`src/rtl/div_pkg.sv`:
```
`default_nettype none
// ============================================================================
// Module   : div_pkg
// Purpose  : Shared definitions for the RV32M divide controller: operation
//            encodings (funct3[1:0]), FSM state encoding, RISC-V special-case
//            result constants and small operation-decode helpers.
// Ports    : none (package)
// Revision : 1.0 - initial release
// ============================================================================
package div_pkg;

  localparam int XLEN_DEF = 32;

  // funct3[1:0] of the M-extension divide group
  localparam logic [1:0] OP_DIV  = 2'b00;
  localparam logic [1:0] OP_DIVU = 2'b01;
  localparam logic [1:0] OP_REM  = 2'b10;
  localparam logic [1:0] OP_REMU = 2'b11;

  typedef enum logic [2:0] {
    S_IDLE  = 3'd0,
    S_START = 3'd1,
    S_WAIT  = 3'd2,
    S_DONE  = 3'd3,
    S_DRAIN = 3'd4
  } state_e;

  // Quotient returned for a zero divisor
  localparam logic [XLEN_DEF-1:0] DIV_ZERO_Q = {XLEN_DEF{1'b1}};
  // Most negative signed value; INT_MIN / -1 overflows back to itself
  localparam logic [XLEN_DEF-1:0] INT_MIN    = {1'b1, {(XLEN_DEF-1){1'b0}}};

  function automatic logic op_is_signed(input logic [1:0] op);
    return (op != OP_DIVU) && (op != OP_REMU);
  endfunction

  function automatic logic op_is_rem(input logic [1:0] op);
    return (op == OP_REM) || (op == OP_REMU);
  endfunction

endpackage
`default_nettype wire

```
`src/rtl/div_sign_fix.sv`:
```
`default_nettype none
// ============================================================================
// Module   : div_sign_fix
// Purpose  : Combinational sign handling around the unsigned divider.
//            Pre-divide : absolute values of the operands, result sign flags,
//                         zero-divisor and signed-overflow detection.
//            Post-divide: conditional two's-complement negation of the raw
//                         quotient and remainder.
// Ports    : signed_i        operation is signed (DIV/REM)
//            a_i / b_i       original dividend / divisor
//            abs_a_o/abs_b_o operands to present to the unsigned divider
//            neg_q_o/neg_r_o quotient / remainder must be negated afterwards
//            div0_o          divisor is zero
//            ovf_o           signed INT_MIN / -1
//            quot_i/rem_i    raw unsigned divider results
//            neg_q_i/neg_r_i negate flags recorded at accept time
//            quot_o/rem_o    final quotient / remainder
// Revision : 1.0 - initial release
// ============================================================================
module div_sign_fix import div_pkg::*; #(
  parameter int XLEN = 32
) (
  input  logic            signed_i,
  input  logic [XLEN-1:0] a_i,
  input  logic [XLEN-1:0] b_i,
  output logic [XLEN-1:0] abs_a_o,
  output logic [XLEN-1:0] abs_b_o,
  output logic            neg_q_o,
  output logic            neg_r_o,
  output logic            div0_o,
  output logic            ovf_o,
  input  logic [XLEN-1:0] quot_i,
  input  logic [XLEN-1:0] rem_i,
  input  logic            neg_q_i,
  input  logic            neg_r_i,
  output logic [XLEN-1:0] quot_o,
  output logic [XLEN-1:0] rem_o
);

  logic w_a_neg;
  logic w_b_neg;

  assign w_a_neg = signed_i & a_i[XLEN-1];
  assign w_b_neg = signed_i & b_i[XLEN-1];

  // |INT_MIN| wraps to INT_MIN, which is the correct unsigned magnitude
  assign abs_a_o = w_a_neg ? (~a_i + 1'b1) : a_i;
  assign abs_b_o = w_b_neg ? (~b_i + 1'b1) : b_i;

  // The remainder takes the sign of the dividend
  assign neg_q_o = w_a_neg ^ w_b_neg;
  assign neg_r_o = w_a_neg;

  assign div0_o  = (b_i == '0);
  assign ovf_o   = signed_i && (a_i == INT_MIN) && (b_i == DIV_ZERO_Q);

  assign quot_o  = neg_q_i ? (~quot_i + 1'b1) : quot_i;
  assign rem_o   = neg_r_i ? (~rem_i  + 1'b1) : rem_i;

endmodule
`default_nettype wire

```
`src/rtl/div_ctrl.sv`:
```
`default_nettype none
// ============================================================================
// Module   : div_ctrl
// Purpose  : Sequences the shared multi-cycle unsigned divider for RV32M
//            DIV/DIVU/REM/REMU. One request at a time over valid/ready; sign
//            conversion around the divider; zero-divisor and INT_MIN/-1 are
//            answered without starting the divider; flush discards the
//            in-flight operation (draining the divider when it is busy).
//            Optional build macro DIV_RESULT_CACHE_EN keeps the last divider
//            result so a DIV/REM pair on the same operands divides once.
// Ports    : clk, rst                 clock, async active-high reset
//            req_valid/req_ready      request handshake (ready only in IDLE)
//            req_op, req_a, req_b     funct3[1:0], dividend, divisor
//            req_tag                  opaque tag returned on resp_tag
//            flush                    kill the accepted / in-flight request
//            resp_valid/resp_ready    response handshake
//            resp_data, resp_tag      result and its tag
//            div_start                one-cycle divider start pulse
//            div_dividend/div_divisor divider operands (stable while busy)
//            div_finish               divider done pulse
//            div_res/div_rem          divider quotient / remainder
// Revision : 1.0 - initial release
// ============================================================================
module div_ctrl import div_pkg::*; #(
  parameter int XLEN  = 32,
  parameter int TAG_W = 5
) (
  input  logic             clk,
  input  logic             rst,
  input  logic             req_valid,
  output logic             req_ready,
  input  logic [1:0]       req_op,
  input  logic [XLEN-1:0]  req_a,
  input  logic [XLEN-1:0]  req_b,
  input  logic [TAG_W-1:0] req_tag,
  input  logic             flush,
  output logic             resp_valid,
  input  logic             resp_ready,
  output logic [XLEN-1:0]  resp_data,
  output logic [TAG_W-1:0] resp_tag,
  output logic             div_start,
  output logic [XLEN-1:0]  div_dividend,
  output logic [XLEN-1:0]  div_divisor,
  input  logic             div_finish,
  input  logic [XLEN-1:0]  div_res,
  input  logic [XLEN-1:0]  div_rem
);

  state_e           state_q, state_d;
  logic [1:0]       op_q;
  logic [XLEN-1:0]  dividend_q, divisor_q;
  logic [XLEN-1:0]  resp_data_q;
  logic [TAG_W-1:0] resp_tag_q;
  logic             neg_q_q, neg_r_q;

  logic             w_signed;
  logic [XLEN-1:0]  w_abs_a, w_abs_b;
  logic             w_neg_q, w_neg_r;
  logic             w_div0, w_ovf;
  logic [XLEN-1:0]  w_fix_q, w_fix_r;
  logic [XLEN-1:0]  w_byp_q, w_byp_r;
  logic             w_accept, w_bypass, w_capture;
  logic             w_cache_hit;
  logic [XLEN-1:0]  w_cache_q, w_cache_r;

  function automatic logic [XLEN-1:0] pick(input logic [1:0]      op,
                                           input logic [XLEN-1:0] q,
                                           input logic [XLEN-1:0] r);
    case (op)
      OP_DIV, OP_DIVU: pick = q;
      default:         pick = r;
    endcase
  endfunction

  assign w_signed = op_is_signed(req_op);

  div_sign_fix #(.XLEN(XLEN)) u_sign_fix (
    .signed_i (w_signed),
    .a_i      (req_a),
    .b_i      (req_b),
    .abs_a_o  (w_abs_a),
    .abs_b_o  (w_abs_b),
    .neg_q_o  (w_neg_q),
    .neg_r_o  (w_neg_r),
    .div0_o   (w_div0),
    .ovf_o    (w_ovf),
    .quot_i   (div_res),
    .rem_i    (div_rem),
    .neg_q_i  (neg_q_q),
    .neg_r_i  (neg_r_q),
    .quot_o   (w_fix_q),
    .rem_o    (w_fix_r)
  );

  // Special-case results: x/0 -> {all-ones, x}; INT_MIN/-1 -> {INT_MIN, 0}
  assign w_byp_q   = w_div0 ? DIV_ZERO_Q : INT_MIN;
  assign w_byp_r   = w_div0 ? req_a : '0;

  // flush outranks a same-cycle request
  assign w_accept  = (state_q == S_IDLE) && req_valid && !flush;
  assign w_bypass  = w_div0 || w_ovf;
  // A finish coinciding with flush is discarded
  assign w_capture = (state_q == S_WAIT) && div_finish && !flush;

`ifdef DIV_RESULT_CACHE_EN
  logic            cache_vld_q;
  logic            cache_sgn_q, key_sgn_q;
  logic [XLEN-1:0] cache_a_q, cache_b_q, key_a_q, key_b_q;
  logic [XLEN-1:0] cache_quo_q, cache_rem_q;

  // Key of the in-flight divide is held until its result is captured so a
  // flushed or reset operation never populates the cache.
  always_ff @(posedge clk or posedge rst) begin
    if (rst) begin
      cache_vld_q <= 1'b0;
      cache_sgn_q <= 1'b0;
      cache_a_q   <= '0;
      cache_b_q   <= '0;
      cache_quo_q <= '0;
      cache_rem_q <= '0;
      key_sgn_q   <= 1'b0;
      key_a_q     <= '0;
      key_b_q     <= '0;
    end else begin
      if (w_accept && !w_bypass && !w_cache_hit) begin
        key_sgn_q <= w_signed;
        key_a_q   <= req_a;
        key_b_q   <= req_b;
      end
      if (w_capture) begin
        cache_vld_q <= 1'b1;
        cache_sgn_q <= key_sgn_q;
        cache_a_q   <= key_a_q;
        cache_b_q   <= key_b_q;
        cache_quo_q <= w_fix_q;
        cache_rem_q <= w_fix_r;
      end
    end
  end

  assign w_cache_hit = cache_vld_q && (cache_sgn_q == w_signed) &&
                       (cache_a_q == req_a) && (cache_b_q == req_b);
  assign w_cache_q   = cache_quo_q;
  assign w_cache_r   = cache_rem_q;
`else
  assign w_cache_hit = 1'b0;
  assign w_cache_q   = '0;
  assign w_cache_r   = '0;
`endif

  // FSM state register
  always_ff @(posedge clk or posedge rst) begin
    if (rst) state_q <= S_IDLE;
    else     state_q <= state_d;
  end

  // FSM next-state
  always_comb begin
    state_d = state_q;
    case (state_q)
      S_IDLE: begin
        if (w_accept) state_d = (w_bypass || w_cache_hit) ? S_DONE : S_START;
      end
      // The start pulse has already gone out, so a flush here must drain
      S_START: state_d = flush ? S_DRAIN : S_WAIT;
      S_WAIT: begin
        if (flush)           state_d = div_finish ? S_IDLE : S_DRAIN;
        else if (div_finish) state_d = S_DONE;
      end
      S_DONE: begin
        if (flush || resp_ready) state_d = S_IDLE;
      end
      S_DRAIN: begin
        if (div_finish) state_d = S_IDLE;
      end
      default: state_d = S_IDLE;
    endcase
  end

  // FSM outputs
  always_comb begin
    req_ready  = (state_q == S_IDLE);
    resp_valid = (state_q == S_DONE);
    div_start  = (state_q == S_START);
  end

  // Datapath registers
  always_ff @(posedge clk or posedge rst) begin
    if (rst) begin
      op_q        <= OP_DIV;
      dividend_q  <= '0;
      divisor_q   <= '0;
      neg_q_q     <= 1'b0;
      neg_r_q     <= 1'b0;
      resp_data_q <= '0;
      resp_tag_q  <= '0;
    end else begin
      if (w_accept) begin
        op_q       <= req_op;
        resp_tag_q <= req_tag;
        if (w_bypass) begin
          resp_data_q <= pick(req_op, w_byp_q, w_byp_r);
        end else if (w_cache_hit) begin
          resp_data_q <= pick(req_op, w_cache_q, w_cache_r);
        end else begin
          // Operands only change on a divider-bound accept, keeping them
          // stable from start through finish
          dividend_q <= w_abs_a;
          divisor_q  <= w_abs_b;
          neg_q_q    <= w_neg_q;
          neg_r_q    <= w_neg_r;
        end
      end
      if (w_capture) resp_data_q <= pick(op_q, w_fix_q, w_fix_r);
    end
  end

  assign resp_data    = resp_data_q;
  assign resp_tag     = resp_tag_q;
  assign div_dividend = dividend_q;
  assign div_divisor  = divisor_q;

endmodule
`default_nettype wire
```
`config.mk`:
```
export PLATFORM = sky130hd
export DESIGN_NAME = div_ctrl
export DESIGN_NICKNAME = d
export VERILOG_FILES = /design/src/rtl/div_pkg.sv /design/src/rtl/div_sign_fix.sv /design/src/rtl/div_ctrl.sv
export SDC_FILE = /design/constraint.sdc
export NUM_CORES = 1
export LEC_CHECK = 0
export CAP_MARGIN = 20
export CORE_ASPECT_RATIO = 2
export CORE_MARGIN = 5
export CORE_UTILIZATION = 50
export DETAILED_ROUTE_END_ITERATION = 8
export PLACE_DENSITY = 0.89
export SLEW_MARGIN = 40
export SYNTH_ARGS = -nofsm -noshare
export SYNTH_HDL_FRONTEND = slang
export SYNTH_SLANG_ARGS = --single-unit
```
`constraint.sdc`:
```
create_clock -name clk -period 6.3 [get_ports clk]
set_input_delay 0.945 -clock clk [delete_from_list [all_inputs] [get_ports clk]]
set_output_delay 0.945 -clock clk [all_outputs]
set_load 0.01 [all_outputs]
```
==> flow_metrics.tcl <==
set metrics [dict create \
    synthesis.area_um2 7890 \
    grt_max_degree 73 \
    finalSetupTns_ps 0 \
    postCtsSetupBuffers 0 \
    synth-edff-count 0 \
    hold_class "reg2reg" \
    skew_ps 7.03 \
    power_leakage_nw 4.22 \
    grt_pass1_vias 7569 \
    synth-main-ff-cell "dfrtp_1" \
    status "finished clean" \
    io_buffer_count 244 \
    antennaDiodeCount 0 \
    cts_buffer_depth 2 \
    ys_async_sr_fraction 1.00 \
    htree_levels 3 \
    crit_arrival_ps 4310 \
    fin_crit_sh 0.648 \
    setup-violations-final 0 \
    n_fill_cell 1182 \
    cp.required_ps 6530 \
    grt_use_total 0.268 \
    holdBufCountCts 0 \
    pwr_density_cell_nw_per_um2 355 \
    cts-root-buf "clkbuf_16" \
    drv_slew 0 \
    crit_type "in2reg" \
    die_h_um 188 \
    synth_seq_area_share 0.339 \
    vias_per_cell 6.12 \
    cp_max_fo 30 \
    dp_hpwl_um 19900 \
    dieWidth_um 98.8 \
    detail-route-antenna-nets 0 \
    hold_viol 0 \
    grt_setup_unrepaired "no" \
    drive_gt1_frac 0.109 \
    fin_cells 1246 \
    ctsResizeCount 0 \
    cp-start-kind "primary input" \
    yosysUniqueCellTypes 57 \
    dp.cells 1230 \
    insertion_delay_ps 350 \
    synth.avg_cell_area_um2 9.59 \
    overflow 0 \
    cts_tree "yes" \
    ys_warn_count 0 \
    maxCapViolations 0 \
    areaGrowthSynthToFinish_pct 35.6 \
    period_needed_ps 4090 \
    tightest_slew_ps 844 \
    clk_pin_slew_ps 70 \
    dr.pass1.iters 5 \
    cts.sinks 107 \
    multi_input_area_um2 4920 \
    cts_made_buffers 9 \
    fin_hold_ws_ps 477 \
    vias 7622 \
    synth-seq-cells 107 \
    initial_core_util 0.505 \
    ios 245 \
    drc 0 \
    num_rows 65 \
    netlist_instances 823 \
    antenna_found_initial 0 \
    gp_congestion 0.942 \
    ir_worst_vdd_mv 0.171 \
    relSlewSlack 0.436 \
    dr.first_iter.drc_count 455 \
    fmax_mhz 245 \
    wl_per_cell_um 20.7 \
    synth_nets 969 \
    dieArea_um2 18500 \
    grt_pass1_wl_um 40400 \
    crit_path_end_kind "flop" \
    final_nets 1186 \
    final-seq-area_um2 2680 \
    wl_um 25800 \
    core_area_um2 15600 \
]
## placed cells by master (no fill, tap or decap), types with 13 or more instances in the layout
master | Yosys | layout
mux2_4 | 44 | 44
o22ai_1 | 21 | 21
a21oi_1 | 28 | 28
a221o_1 | 14 | 14
xnor2_1 | 53 | 53
or4_1 | 13 | 13
nor4_1 | 18 | 17
nand2_1 | 39 | 39
clkdlybuf4s50_1 | 0 | 244
o31ai_1 | 28 | 28
dfrtp_1 | 107 | 106
mux2_2 | 30 | 30
nand2b_1 | 19 | 19
o21ai_0 | 26 | 26
nor3_1 | 23 | 23
nand4_1 | 16 | 16
o41ai_1 | 22 | 22
nor2_1 | 79 | 79
inv_1 | 22 | 21
xor2_1 | 60 | 60
## worst paths after layout
kind	start	end	cells past startpoint	slack (ps)
setup / recovery	req_b[2]	resp_data[13]$_DFFE_PP0P_	7	2210
hold / removal	resp_tag[2]$_DFFE_PP0P_	resp_tag[2]$_DFFE_PP0P_	2	480
min in group asynchronous	rst	div_divisor[0]$_DFFE_PP0P_	2	970
setup reg to reg	state_q[2]$_DFFE_PP0P_	resp_data[12]$_DFFE_PP0P_	5	3210
max in group asynchronous	rst	neg_r_q$_DFFE_PP0P_	3	4240
hold reg to reg	resp_tag[2]$_DFFE_PP0P_	resp_tag[2]$_DFFE_PP0P_	2	480
## cell type report
type                            count  area share
Clock buffer                       10      0.0223
Multi-Input combinational cell    652       0.460
Tap cell                          201      0.0235
Clock inverter                      6     0.00363
Timing Repair Buffer              248       0.233
Sequential cell                   107       0.250
Inverter                           22     0.00795
## layer usage
metal / GRT usage / wire (µm) / up-vias
met1: 0.353 / 10300 / 3653
met2: 0.438 / 12400 / 427
met5: 0 / 0 / -
met3: 0.0402 / 2140 / 63
li1: - / - / 3479
met4: 0.106 / 918 / 0
## cells in the mapped netlist, types with 5 or more instances
cell type / n / share of area
mux2i_1: 11 / 0.014
ha_1: 5 / 0.0079
nor3b_1: 5 / 0.0048
nand2b_1: 19 / 0.015
o22ai_1: 21 / 0.017
or4_1: 13 / 0.012
and3_1: 5 / 0.0040
xor2_1: 60 / 0.067
a211o_1: 6 / 0.0067
mux2_2: 30 / 0.043
dfrtp_1: 107 / 0.34
clkbuf_1: 29 / 0.014
nor2b_1: 5 / 0.0040
a31oi_1: 8 / 0.0063
nor2_1: 79 / 0.038
o21ai_0: 26 / 0.016
inv_1: 22 / 0.010
nand4_1: 16 / 0.013
o41ai_1: 22 / 0.024
or2_2: 5 / 0.0040
nand3_1: 10 / 0.0063
o31ai_1: 28 / 0.027
nor3_1: 23 / 0.015
mux2_4: 44 / 0.084
nor4_1: 18 / 0.014
nand2_1: 39 / 0.019
or3_1: 10 / 0.0079
buf_6: 8 / 0.011
a221o_1: 14 / 0.018
xnor2_1: 53 / 0.059
a21oi_1: 28 / 0.018
## metrics by stage
step	power, mW	utilization	area, µm²	worst slack (ps)
after detailed placement	3.26	0.667	10400	1950
final	3.80	0.685	10700	2210
after global routing	3.98	0.685	10700	2030
after global placement	3.18	0.665	10400	2090
after floorplan	2.28	-	7890	2540
after CTS	3.81	0.685	10700	2270
## where the power goes
group	internal [mW]	switching [mW]	leakage, nW
combinational	1.17	0.860	2.77
clock	0.278	0.259	0.135
sequential	0.998	0.236	1.32
## worst max-delay path: stages
cell and delay [ps]:
clkdlybuf4s50_1 560, or4_1 710, nor4b_4 530, nand4_2 320, or2_1 460, and3_4 380
a221o_1 400
## registers in the layout (all words and copies together) (netlist names)
| register | cells |
|---|---|
| div_divisor | 32 |
| neg_q_q | 1 |
| resp_tag | 5 |
| state_q | 3 |
| neg_r_q | 1 |
| resp_data | 32 |
| div_dividend | 32 |
| op_q | 1 |
## logic make-up (layout without fill, tap and decap cells)
family | count (synthesis) | count (layout) | synth area share
AO/OA/AOI/OAI | 175 | 175 | 0.156
XOR/XNOR | 113 | 113 | 0.125
adder cells (fa/ha/maj) | 5 | 5 | 0.00793
buffers and inverters | 64 | 286 | 0.0385
flip-flops | 107 | 107 | 0.339
multiplexers | 89 | 89 | 0.146
AND/OR/NAND/NOR | 270 | 270 | 0.186
No activity file was read; power rests on OpenSTA's default activity.
